**src/rtl/dmem_arb_pkg.sv**
```systemverilog
// Shared types and constants for the data-memory port arbiter.
// Imported by dmem_port_arbiter.
package dmem_arb_pkg;

  typedef enum logic {
    S_CPU = 1'b0,
    S_DBG = 1'b1
  } arb_state_t;

  localparam logic [2:0] FUNC3_WORD = 3'b010;

endpackage

```
**src/rtl/dmem_port_arbiter.sv**
```systemverilog
// Shares the single data-memory port between the pipeline MEM stage and a debug requester.
// The pipeline has priority; a starvation counter forces a bounded, pipeline-stalling debug burst.
module dmem_port_arbiter
  import dmem_arb_pkg::*;
#(
  parameter int DM_ADDRESS = 9,
  parameter int DATA_W     = 32,
  parameter int STARVE_MAX = 8,
  parameter int BURST_MAX  = 4
) (
  input  logic                  clk,
  input  logic                  reset,
  input  logic                  cpu_rd,
  input  logic                  cpu_wr,
  input  logic [DM_ADDRESS-1:0] cpu_addr,
  input  logic [DATA_W-1:0]     cpu_wdata,
  input  logic [2:0]            cpu_func3,
  output logic [DATA_W-1:0]     cpu_rdata,
  output logic                  cpu_stall,
  input  logic                  dbg_req,
  input  logic                  dbg_we,
  input  logic [DM_ADDRESS-1:0] dbg_addr,
  input  logic [DATA_W-1:0]     dbg_wdata,
  output logic                  dbg_gnt,
  output logic                  dbg_rvalid,
  output logic [DATA_W-1:0]     dbg_rdata,
  output logic                  mem_rd,
  output logic                  mem_wr,
  output logic [DM_ADDRESS-1:0] mem_addr,
  output logic [DATA_W-1:0]     mem_wdata,
  output logic [2:0]            mem_func3,
  input  logic [DATA_W-1:0]     mem_rdata
);

  localparam int STARVE_W = $clog2(STARVE_MAX + 1);
  localparam int BEAT_W   = $clog2(BURST_MAX + 1);

  arb_state_t            state_q, state_d;
  logic [STARVE_W-1:0]   starve_q, starve_d;
  logic [BEAT_W-1:0]     beat_q, beat_d;
  logic                  rvalid_q, rvalid_d;
  logic [DATA_W-1:0]     rdata_q, rdata_d;
  logic                  cpu_access;
  logic [STARVE_W-1:0]   starve_inc;
  logic [BEAT_W-1:0]     beat_inc;

  assign cpu_access = cpu_rd | cpu_wr;
  assign starve_inc = starve_q + STARVE_W'(1);
  assign beat_inc   = beat_q + BEAT_W'(1);

  // Arbitration state machine: next state, counters, stall and grant.
  always_comb begin
    state_d   = state_q;
    starve_d  = starve_q;
    beat_d    = beat_q;
    cpu_stall = 1'b0;
    dbg_gnt   = 1'b0;
    case (state_q)
      S_CPU: begin
        dbg_gnt = dbg_req & ~cpu_access;
        if (dbg_req && cpu_access) begin
          if (starve_inc == STARVE_W'(STARVE_MAX)) begin
            state_d  = S_DBG;
            starve_d = '0;
            beat_d   = '0;
          end else begin
            starve_d = starve_inc;
          end
        end else begin
          starve_d = '0;
        end
      end
      S_DBG: begin
        cpu_stall = 1'b1;
        dbg_gnt   = dbg_req;
        // Burst ends on the first idle debug cycle or on the capping beat.
        if (dbg_req) begin
          beat_d = beat_inc;
          if (beat_inc == BEAT_W'(BURST_MAX)) begin
            state_d = S_CPU;
          end else begin
            state_d = S_DBG;
          end
        end else begin
          state_d = S_CPU;
        end
      end
      default: begin
        state_d  = S_CPU;
        starve_d = '0;
        beat_d   = '0;
      end
    endcase
  end

  // Memory port mux; CPU enables are masked while the pipeline is stalled.
  always_comb begin
    if (dbg_gnt) begin
      mem_rd    = ~dbg_we;
      mem_wr    = dbg_we;
      mem_addr  = dbg_addr;
      mem_wdata = dbg_wdata;
      mem_func3 = FUNC3_WORD;
    end else begin
      mem_rd    = cpu_rd & (state_q == S_CPU);
      mem_wr    = cpu_wr & (state_q == S_CPU);
      mem_addr  = cpu_addr;
      mem_wdata = cpu_wdata;
      mem_func3 = cpu_func3;
    end
  end

  // Debug read return: capture on a granted read, hold otherwise.
  always_comb begin
    rvalid_d = dbg_gnt & ~dbg_we;
    if (rvalid_d) begin
      rdata_d = mem_rdata;
    end else begin
      rdata_d = rdata_q;
    end
  end

  // State and read-return registers.
  always_ff @(posedge clk or negedge reset) begin
    if (!reset) begin
      state_q  <= S_CPU;
      starve_q <= '0;
      beat_q   <= '0;
      rvalid_q <= 1'b0;
      rdata_q  <= '0;
    end else begin
      state_q  <= state_d;
      starve_q <= starve_d;
      beat_q   <= beat_d;
      rvalid_q <= rvalid_d;
      rdata_q  <= rdata_d;
    end
  end

  assign cpu_rdata  = mem_rdata;
  assign dbg_rvalid = rvalid_q;
  assign dbg_rdata  = rdata_q;

endmodule
```
**config.mk**
```make
export PLATFORM = sky130hd
export DESIGN_NAME = dmem_port_arbiter
export DESIGN_NICKNAME = d
export VERILOG_FILES = /design/src/rtl/dmem_arb_pkg.sv /design/src/rtl/dmem_port_arbiter.sv
export SDC_FILE = /design/constraint.sdc
export NUM_CORES = 1
export LEC_CHECK = 0
export ABC_AREA = 1
export BUFFER_PORTS_ARGS = -buffer_cell sky130_fd_sc_hd__buf_2
export CORE_ASPECT_RATIO = 0.5
export CORE_UTILIZATION = 30
export CTS_BUF_LIST = sky130_fd_sc_hd__clkbuf_2
export DETAILED_ROUTE_END_ITERATION = 7
export GPL_TIMING_DRIVEN = 0
export HOLD_SLACK_MARGIN = 0.08
export PLACE_DENSITY = 0.68
export SETUP_SLACK_MARGIN = 0.05
export SKIP_LAST_GASP = 1
export SLEW_MARGIN = 30
export SYNTH_ARGS = -nofsm -noshare
export SYNTH_HDL_FRONTEND = slang
export SYNTH_SLANG_ARGS = --single-unit
```
**constraint.sdc**
```tcl
create_clock -name clk -period 1.9 [get_ports clk]
set_input_delay 0.285 -clock clk [delete_from_list [all_inputs] [get_ports clk]]
set_output_delay 0.285 -clock clk [all_outputs]
set_load 0.05 [all_outputs]
```
==> impl_summary.log <==
INFO  metric worst-slew-pin-transition = 0.524 ns
INFO  metric design.die.area = 8570 um2
INFO  metric syn-cell-area = 2460 um2
INFO  metric postRouteAntennaNets = 0
INFO  metric antenna_found_initial = 0
INFO  metric placedCellCount = 708
INFO  metric slowest_delay = 0.45 ns
INFO  metric slowest_stage_cell_crit_path = sky130_fd_sc_hd__dfrtp_2
INFO  metric route.final.wire_length = 8.83 mm
INFO  metric die_w = 130 um
INFO  metric synth_cell_types = 20
INFO  metric die_h = 66.0 um
INFO  metric critical_path.reg2reg.endpoint = dbg_rdata[13]$_DFFE_PN0P_
INFO  metric setup.worst_path.end_class = output pin
INFO  metric synth_nets = 491
INFO  metric syn_avg_cell_area = 6.73 um2
INFO  metric dp.final_hpwl = 6.58 mm
INFO  metric cts-root-buf = sky130_fd_sc_hd__clkbuf_2
INFO  metric numClockSinks = 41
INFO  metric switch_share = 49.0%
INFO  metric clockBufferDepth = 2
INFO  metric vdd_drop_max = 0.000254 V
INFO  metric worst_ep_required_time = 1.62 ns
INFO  metric power.total = 3210 uW
INFO  metric global_route.overflow_total = 0
INFO  metric ctsHtreeMaxLevel = 2
INFO  metric mostFrequentLayoutCell = sky130_fd_sc_hd__nand2_1
INFO  metric worstPathCellList = inv_2 > a21oi_4 > buf_12 > inv_12 > clkbuf_8 > nand2_1 > nand2_1 > buf_6
INFO  metric yosysSeqAreaShare = 41.8%
INFO  metric hold_slack = 0.0972 ns
INFO  metric drive_gt1_share = 49.0%
INFO  metric critPathLaunchType = register
INFO  metric drcViolationCount = 0
INFO  metric row_count = 22
INFO  metric count_of_input_and_output_buffers = 235
INFO  metric route.vias.total = 3,122
INFO  metric cellPowerDensity = 694 nW/um2
INFO  metric insertedDiodeCount = 0
INFO  metric status = finished, violations left
INFO  metric combPwrFrac = 54.8%
INFO  metric drt-pass1-iter-count = 4
INFO  metric drt-wirelength-per-cell = 11.8 um
INFO  metric multi_input_area = 1120 um2
INFO  metric power.sequential.fraction = 33.3%
INFO  metric gpl.final_weighted_congestion = 0.971
INFO  metric start_util = 32.2%
INFO  metric mostFrequentLayoutCells = sky130_fd_sc_hd__nand2_1 (224), sky130_fd_sc_hd__buf_2 (187), sky130_fd_sc_hd__buf_6 (44)
INFO  metric min_path_type = in -> reg
INFO  metric clock.fmax = 517 MHz
INFO  metric hold_end = dbg_rdata[17]$_DFFE_PN0P_
INFO  metric placement.setup.worst_slack = -0.122 ns
INFO  metric max_slew_violation_count = 0
INFO  metric final.setup.worst_slack = -0.0357 ns
INFO  metric post-route-period-util = 102%
INFO  metric seqCellArea = 1030 um2
INFO  metric maximum_number_of_pins_on_one_net_before_global_route_repair = 42
INFO  metric rsz0062_at_grt = true
INFO  metric critical_path.most_common_cell = sky130_fd_sc_hd__nand2_1
INFO  metric core_region_area = 7620 um2
INFO  metric cp.arrival = 1.65 ns
INFO  metric clock_transition_at_the_registers_of_the_reported_paths = 0.21 ns
INFO  metric setup_viol = 36
INFO  metric violations = negative setup slack
INFO  metric synthCells = 365
INFO  metric grt_pass1_vias = 2,962
INFO  metric cts_inserted_buffers = 5
INFO  metric slew_headroom = 65.1%
INFO  metric timing_worst_setup_path_type = reg -> out
INFO  metric p_sw = 1570 uW
INFO  metric tritoncts = done
INFO  metric clock_skew = 0.0273 ns
INFO  metric power.static_leakage = 0.00282 uW
INFO  metric drt-initial-drc-count = 100
INFO  metric final_cells = 749
INFO  metric pin_count = 236
INFO  metric synth-warning-count = 0
INFO  metric path_max_fanout = 10
INFO  metric timing.reg2reg.setup_slack = 0.48 ns
INFO  metric latest_clock_arrival_within_the_worst_skew_pair = 0.40 ns
INFO  metric maxCapViolCount = 0
INFO  metric final_period_minus_worst_setup_slack = 1.94 ns
INFO  metric avgViaCountPerCell = 4.17
INFO  metric timing.hold.worst_path_depth = 3
INFO  metric design.final.nets = 766
INFO  metric grt_util_all_layers = 20.4%
INFO  metric final_core_utilization = 60.7%
INFO  metric worstRegToRegCells = 7
INFO  metric fillCellCount = 702
INFO  metric report.final.hold_viol_count = 0
INFO  metric synth-seq-cells = 41
INFO  metric min-delay-start = mem_rdata[17]
INFO  metric internal_power = 1640 uW
INFO  metric fraction_of_power_consumed_by_the_clock_network = 11.8%
INFO  metric crit-reg2reg-launch = state_q$_DFF_PN0_
INFO  metric grt_pass1_wl = 13.7 mm
INFO  metric layout_overhead_on_the_synthesized_area = 88.4%
## synthesized netlist by cell type
| master | instances | area, um2 |
|---|---|---|
| sky130_fd_sc_hd__inv_2 | 4 | 15.0 |
| sky130_fd_sc_hd__inv_1 | 9 | 33.8 |
| sky130_fd_sc_hd__dfrtp_1 | 41 | 1030 |
| sky130_fd_sc_hd__nand3_1 | 7 | 35.0 |
| sky130_fd_sc_hd__o22ai_1 | 2 | 12.5 |
| sky130_fd_sc_hd__xnor2_1 | 1 | 8.76 |
| sky130_fd_sc_hd__nand2_2 | 1 | 6.26 |
| sky130_fd_sc_hd__a21oi_4 | 1 | 16.3 |
| sky130_fd_sc_hd__or2_2 | 1 | 6.26 |
| sky130_fd_sc_hd__a22o_1 | 1 | 8.76 |
| sky130_fd_sc_hd__nand2_1 | 237 | 890 |
| sky130_fd_sc_hd__buf_2 | 3 | 15.0 |
| sky130_fd_sc_hd__clkbuf_1 | 9 | 33.8 |
| sky130_fd_sc_hd__nor2_1 | 4 | 15.0 |
| sky130_fd_sc_hd__o21ai_0 | 3 | 15.0 |
| sky130_fd_sc_hd__a21oi_1 | 1 | 5.00 |
| sky130_fd_sc_hd__ha_1 | 3 | 37.5 |
| sky130_fd_sc_hd__nand4_1 | 1 | 6.26 |
| sky130_fd_sc_hd__buf_4 | 35 | 263 |
| sky130_fd_sc_hd__nand3b_1 | 1 | 7.51 |
## final cells by class
cell class	instances	share of cell area, %
plain buffers	47	8.92
well taps	108	2.92
multi-input cells	264	24.1
clock buffers	5	0.541
repair buffers	268	39.6
flip-flops and latches	41	22.2
clock inverters	3	0.378
inverters	13	1.32
## worst max-delay path: cells and delay by family (launching register included)
family,cells,cell delay (ns)
buf+inv,5,0.61
compound gates,1,0.06
flops,1,0.45
simple gates,2,0.14
## power by group through the flow
stage	combinational, uW	clock (uW)	sequential (uW)
finish	1760	380	1070
global route	1860	424	1090
CTS	1750	394	1070
detailed placement	1570	0	1080
global placement	1560	0	1080
floorplan	661	0	1550
## layer usage
layer	track usage, %	part of all wire (%)	up-vias
li1	-	-	1617
met1	23.2	42	1360
met2	36.9	50	120
met3	4.37	5.2	25
met4	9.59	3.5	0
met5	0	0	-
## worst max-delay path by stage
stage                           start             to  depth (start not counted)
finish              state_q$_DFF_PN0_    mem_addr[5]                          8
global route        state_q$_DFF_PN0_  mem_wdata[25]                          8
CTS                 state_q$_DFF_PN0_  mem_wdata[30]                          8
detailed placement             cpu_rd  mem_wdata[30]                          9
global placement               cpu_rd  mem_wdata[26]                          9
floorplan           state_q$_DFF_PN0_         mem_wr                          5
## per-stage QoR
step / TNS (ns) / area (um2)
3_3_place_gp: -1.46 / 3800
2_1_floorplan: 0 / 2490
6_report: -0.488 / 4630
4_1_cts: -1.02 / 4580
3_5_place_dp: -1.64 / 3800
5_1_grt: -4.96 / 4630
## what timing repair did
action                     CTS  global route
setup endpoints to repair   47            47
resized for setup          128             8
hold buffers                26             2
cloned                       2             0
buffers inserted             3             0
hold endpoints to repair    66             2
pin swaps                    2             1
## logic make-up after synthesis
logic type	after synthesis	share of synthesized area, %
buf+inv	60	14.7
fa+ha+maj	3	1.53
simple gates	252	39.3
flops	41	41.8
xor+xnor	1	0.357
compound gates	8	2.34
## flip-flops by register name, indices dropped and copies added, names as in the netlist
signal	count
starve_q	4
dbg_rvalid	1
dbg_rdata	32
beat_q	3
state_q	1
No activity file was read; power rests on OpenSTA's default activity.
